### config.mk
export PLATFORM = sky130hd
export DESIGN_NAME = hist_window_bank
export DESIGN_NICKNAME = d
export VERILOG_FILES = /design/src/rtl/hist_window_bank.sv
export SDC_FILE = /design/constraint.sdc
export NUM_CORES = 2
export LEC_CHECK = 0
export CORE_MARGIN = 5
export CORE_UTILIZATION = 60
export CTS_BUF_LIST = sky130_fd_sc_hd__clkbuf_8
export DETAILED_ROUTE_END_ITERATION = 12
export PLACE_DENSITY = 0.81
export SLEW_MARGIN = 20
export SYNTH_ARGS = -nofsm -noshare
export SYNTH_HDL_FRONTEND = slang
export SYNTH_SLANG_ARGS = --single-unit
### constraint.sdc
create_clock -name clkin -period 30.3 [get_ports clkin]
set_input_delay 6.06 -clock clkin [delete_from_list [all_inputs] [get_ports clkin]]
set_output_delay 6.06 -clock clkin [all_outputs]
set_load 0.01 [all_outputs]
### src/rtl/hist_window_bank.sv
// Per-channel hit histogrammer: counts buffer bits inside a start/stop or fixed-length
// window, snapshots the counts into shadow registers at window end, and reads them out by address.
module hist_window_bank #(
  parameter int NCH  = 10,
  parameter int CW   = 32,
  parameter int WINW = 32,
  parameter int AW   = (NCH > 1) ? $clog2(NCH) : 1
) (
  input  logic            clkin,
  input  logic            reset,
  input  logic [NCH-1:0]  buffer,
  input  logic            resethist,
  input  logic            start,
  input  logic            stop,
  input  logic [WINW-1:0] window,
  input  logic            rd_en,
  input  logic [AW-1:0]   rd_addr,
  output logic [CW-1:0]   rd_data,
  output logic            rd_ovf,
  output logic            rd_valid,
  output logic            busy,
  output logic            done
);

  typedef enum logic [1:0] {
    IDLE  = 2'd0,
    COUNT = 2'd1,
    DONE  = 2'd2
  } state_t;

  state_t          state;
  state_t          state_next;
  logic            resethist2;
  logic [WINW-1:0] wincnt;

  logic [CW-1:0]   cnt     [NCH];
  logic [CW-1:0]   cnt_inc [NCH];
  logic [NCH-1:0]  ovf;
  logic [NCH-1:0]  ovf_inc;
  logic [CW-1:0]   shadow  [NCH];
  logic [NCH-1:0]  shadow_ovf;

  logic            clear_live;
  logic            count_en;
  logic            snap;
  logic [CW-1:0]   rd_sel_data;
  logic            rd_sel_ovf;

  // Saturating increment: a hit on a full counter holds the count and raises ovf.
  always_comb begin
    // NOTE: every always_comb output gets a default first so no path can infer a latch.
    ovf_inc = ovf;
    for (int i = 0; i < NCH; i++) begin
      cnt_inc[i] = cnt[i];
      if (&cnt[i]) begin
        ovf_inc[i] = ovf[i] | buffer[i];
      end else begin
        cnt_inc[i] = cnt[i] + CW'(buffer[i]);
      end
    end
  end

  always_comb begin
    state_next = state;
    clear_live = 1'b0;
    count_en   = 1'b0;
    snap       = 1'b0;
    if (resethist2) begin
      state_next = IDLE;
    end else begin
      case (state)
        IDLE: begin
          if (start) begin
            clear_live = 1'b1;
            state_next = COUNT;
          end
        end
        COUNT: begin
          count_en = 1'b1;
          // wincnt only reaches 1 when a nonzero window was latched
          if (stop || (wincnt == WINW'(1))) begin
            snap       = 1'b1;
            state_next = DONE;
          end
        end
        DONE: begin
          if (start) begin
            clear_live = 1'b1;
            state_next = COUNT;
          end
        end
        default: state_next = IDLE;
      endcase
    end
  end

  // NOTE: sequential state uses non-blocking assignments so every register samples pre-edge values.
  always_ff @(posedge clkin or posedge reset) begin
    if (reset) begin
      state      <= IDLE;
      resethist2 <= 1'b0;
      wincnt     <= '0;
    end else begin
      state      <= state_next;
      resethist2 <= resethist;
      if (clear_live) begin
        wincnt <= window;
      end else if (count_en && (wincnt != '0)) begin
        wincnt <= wincnt - WINW'(1);
      end
    end
  end

  // NOTE: the counter and shadow arrays are plain flops, not RAM, so they take the async reset.
  always_ff @(posedge clkin or posedge reset) begin
    if (reset) begin
      for (int i = 0; i < NCH; i++) begin
        cnt[i]    <= '0;
        shadow[i] <= '0;
      end
      ovf        <= '0;
      shadow_ovf <= '0;
    end else if (resethist2) begin
      for (int i = 0; i < NCH; i++) begin
        cnt[i]    <= '0;
        shadow[i] <= '0;
      end
      ovf        <= '0;
      shadow_ovf <= '0;
    end else begin
      if (clear_live) begin
        for (int i = 0; i < NCH; i++) cnt[i] <= '0;
        ovf <= '0;
      end else if (count_en) begin
        for (int i = 0; i < NCH; i++) cnt[i] <= cnt_inc[i];
        ovf <= ovf_inc;
      end
      // The snapshot includes the hits of the end edge itself.
      if (snap) begin
        for (int i = 0; i < NCH; i++) shadow[i] <= cnt_inc[i];
        shadow_ovf <= ovf_inc;
      end
    end
  end

  // Out-of-range addresses match no channel and read as zero.
  always_comb begin
    rd_sel_data = '0;
    rd_sel_ovf  = 1'b0;
    for (int i = 0; i < NCH; i++) begin
      if (rd_addr == AW'(i)) begin
        rd_sel_data = shadow[i];
        rd_sel_ovf  = shadow_ovf[i];
      end
    end
  end

  always_ff @(posedge clkin or posedge reset) begin
    if (reset) begin
      rd_data  <= '0;
      rd_ovf   <= 1'b0;
      rd_valid <= 1'b0;
    end else begin
      rd_valid <= rd_en;
      if (rd_en) begin
        rd_data <= rd_sel_data;
        rd_ovf  <= rd_sel_ovf;
      end
    end
  end

  assign busy = (state == COUNT);
  assign done = (state == DONE);

endmodule
==> metrics.md <==
| Metric | Value |
|---|---|
| Status | completed |
| Layout cells sized above 1 | 8.16% |
| Tmin final | 9.12 ns |
| Aggregate routed wire length | 117 mm |
| Number of synthesized flops with an enable pin | 0 |
| I/O pin count | 88 |
| First-pass GRT wire length | around 190 mm |
| CP startpoint kind | primary input |
| Routed vias | about 36,000 |
| Vias in the first global route | 32,889 |
| Initial Util | a little over 60% |
| Crit path max fanout | 130 |
| HPWL after DPL | 76.6 mm |
| Tot GR Track Use | 32.1% |
| Setup violators final | 0 |
| Rel. slew slack | roughly a quarter |
| Drt first-iter violations | around 4,400 |
| Syn Inst Count | 4,474 |
| Cell Pwr Density | 49.4 nW/um2 |
| Die Wd | 268 um |
| Worst Skew | ~0.043 ns |
| Die height | 268 um |
| Vias per cell | 6.66 |
| CTS tree | built |
| Synth top area share | 45.7% |
| TNS Setup | 0 ns |
| H-tree levels | 4 |
| Yosys reg bits | 729 |
| Post-CTS Repair Setup Buffers | 0 |
| Ys flop type | dfrtp_1 |
| Sequential area share after synthesis | 45.7% |
| Routability congestion estimate | 0.932 |
| # Max-Cap Violations | 0 |
| CP Class | primary input to asynchronous set/reset pin |
| 1st-pass router iterations | 6 |
| Area delta synth->final | 9.22% |
| Clk sinks | 729 |
| YS warnings | 0 |
| Synth async-reset ratio | 100% |
| Port Buffers | 87 |
| Lkg Pwr | roughly 18 nW |
| Maximum clock rate | about 0.11 GHz |
| Hold Buf Count CTS | 0 |
| Final period util | 30.1% |
| Post-detailed-route wirelength per cell | ~22 um |
| VDD IR max | 0.0440 mV |
| Clock-pin slew on the worst setup and hold paths | 0.06 ns |
| Detail Route Antenna Nets | 0 |
| RSZ-0062 raised after global routing | no |
| TritonCTS Buffers | 130 |
| Post-Layout Cell Count | 5,351 |
| Pin count of the biggest net entering global routing | 146 |
| Hold Fails Final Rpt | 0 |
| Pins Over Slew Limit | 0 |
| Hold/Removal Path Class | register to register |
| Die area | 71,900 um2 |
| Root Buffer | clkbuf_8 |
| Crit end category | asynchronous set/reset pin |
| GRT overflow | 0 |
| Area leader, netlist | dfrtp_1 |
| Skew-Pair Late Insertion Delay | 0.78 ns |
| Top cells by area, synth | dfrtp_1 46%, o21ai_0 7.1%, nand2_1 5.4% |
| Antenna violations before repair | 2 |
| CTS-repair resized insts | 0 |
| Core ar. | 65,900 um2 |
| Mapped Area | roughly 40,000 um2 |
| Syn avg cell area | between 8 and 9 um2 |
| Residual DRC | 0 |
| Synth cell types | 81 |
| Max Root-Sink Buffers | 3 |
| Worst-Margin Slew | between 1 and 1.5 ns |
| Data arrival time of the worst path | just under 10 ns |
| Syn Nets | 4,549 |
| Data required, critical path | 30.97 ns |
| Nets@finish | about 4,500 |
| # placed instances | 5,116 |
| # rows | 94 |
[metrics by stage]
step / setup WS, ns / power (mW) / utilization [%] / instance area [um2] / hold slack (ns)
floorplan: 3.79 / 1.14 / - / 40000 / 0.444
CTS: 21.05 / 2.16 / 66.2 / 43600 / 0.478
detailed placement: 20.24 / 1.20 / 62.1 / 40900 / 0.466
global placement: 20.27 / 1.20 / 62.1 / 40900 / 0.455
finish: 21.18 / 2.16 / 66.3 / 43600 / 0.474
global route: 20.57 / 2.23 / 66.3 / 43600 / 0.495
[area by class of cell]
class	instances	area, um2
Fill cell	5262	22200
Timing Repair Buffer	133	1200
Sequential cell	729	18200
Clock buffer	165	2270
Inverter	74	285
Antenna cell	1	2.50
Multi-Input combinational cell	3316	20100
Tap cell	864	1080
Clock inverter	69	484
[cells in the mapped netlist, types with 30 or more instances]
cell	number
and2_1	43
or3_1	37
dfrtp_1	729
o22ai_1	65
inv_1	74
clkbuf_1	255
nand4_1	118
a31oi_1	157
xor2_1	167
nor2_1	249
o21ai_0	564
a22o_1	42
a21oi_1	211
nor3_1	67
nor4_1	30
xnor2_1	135
nand2_1	579
and4_1	51
nand3_1	175
a211oi_1	38
and3_1	61
o31ai_1	123
buf_2	64
mux2i_1	70
[path summary, 6_finish.rpt]
check                                     endpoint  slack [ns]                    start  cells after the start
setup / recovery              resethist2$_DFF_PP0_       21.18                    reset                      5
hold / removal             shadow[145]$_DFFE_PP0P_        0.47  shadow[145]$_DFFE_PP0P_                      2
setup reg to reg           shadow[260]$_DFFE_PP0P_       26.25    wincnt[4]$_DFFE_PP0P_                      7
hold reg to reg            shadow[145]$_DFFE_PP0P_        0.47  shadow[145]$_DFFE_PP0P_                      2
max in group clkin         rd_data[14]$_DFFE_PP0P_       21.56               rd_addr[1]                      7
min in group asynchronous   shadow[14]$_DFFE_PP0P_        5.90                    reset                      2
[layer usage]
| metal | track usage [%] | part of all wire (%) | up-vias |
|---|---|---|---|
| li1 | - | - | 16148 |
| met1 | 46.9 | 41 | 17309 |
| met2 | 47.4 | 44 | 1872 |
| met3 | 7.49 | 11 | 284 |
| met4 | 11.8 | 3.9 | 0 |
| met5 | 0 | 0 | - |
[logic make-up after synthesis]
group | synth area share (%)
buf+inv | 4.29
flops | 45.7
compound gates | 21.8
fa+ha+maj | 0.720
xor+xnor | 6.62
simple gates | 18.4
mux | 2.54
[state kept, by name, indices dropped and copies added, names as in the netlist]
| signal | count |
|---|---|
| rd_data | 32 |
| resethist2 | 1 |
| shadow_ovf | 10 |
| ovf | 10 |
| rd_ovf | 1 |
| rd_valid | 1 |
| shadow | 320 |
| cnt | 320 |
| wincnt | 32 |
| state | 2 |
[layout by cell type (no fill, tap or decap), types with 7 or more instances in the layout]
master           count
nand2_1            578
and3_1              61
and2_1              41
o21ai_0            564
ha_1                23
clkinv_2            11
a41oi_1             29
o221a_2             23
xor2_1             167
a31oi_1            156
or4_1                9
nor4_4               7
o221ai_1            24
a211oi_1            38
a21o_1              25
clkdlybuf4s50_1     84
xnor2_1            135
a22o_1              42
buf_4               47
dfrtp_1            728
or3_1               37
mux2_2              28
nand3_1            175
o31ai_1            123
nor3_1              67
mux2i_1             70
clkbuf_8           165
inv_1              113
o21ai_1             13
and4_1              51
o22ai_1             65
a211oi_2            23
nor2_1             248
a21oi_1            210
nand4_1            118
clkinvlp_4           9
nor4_1              30
nand2b_1            17
[worst max-delay path: stages]
cell and delay, ns:
clkdlybuf4s50_1 0.49, inv_8 0.65, buf_4 0.75, buf_4 0.79, buf_4 0.84
[power by group]
group	leakage, nW	total, mW	switching (mW)	internal, mW
sequential	10.0	1.01	0.0202	0.992
clock	1.55	0.970	0.428	0.542
combinational	5.95	0.173	0.121	0.0528
No activity file was read; power rests on OpenSTA's default activity.
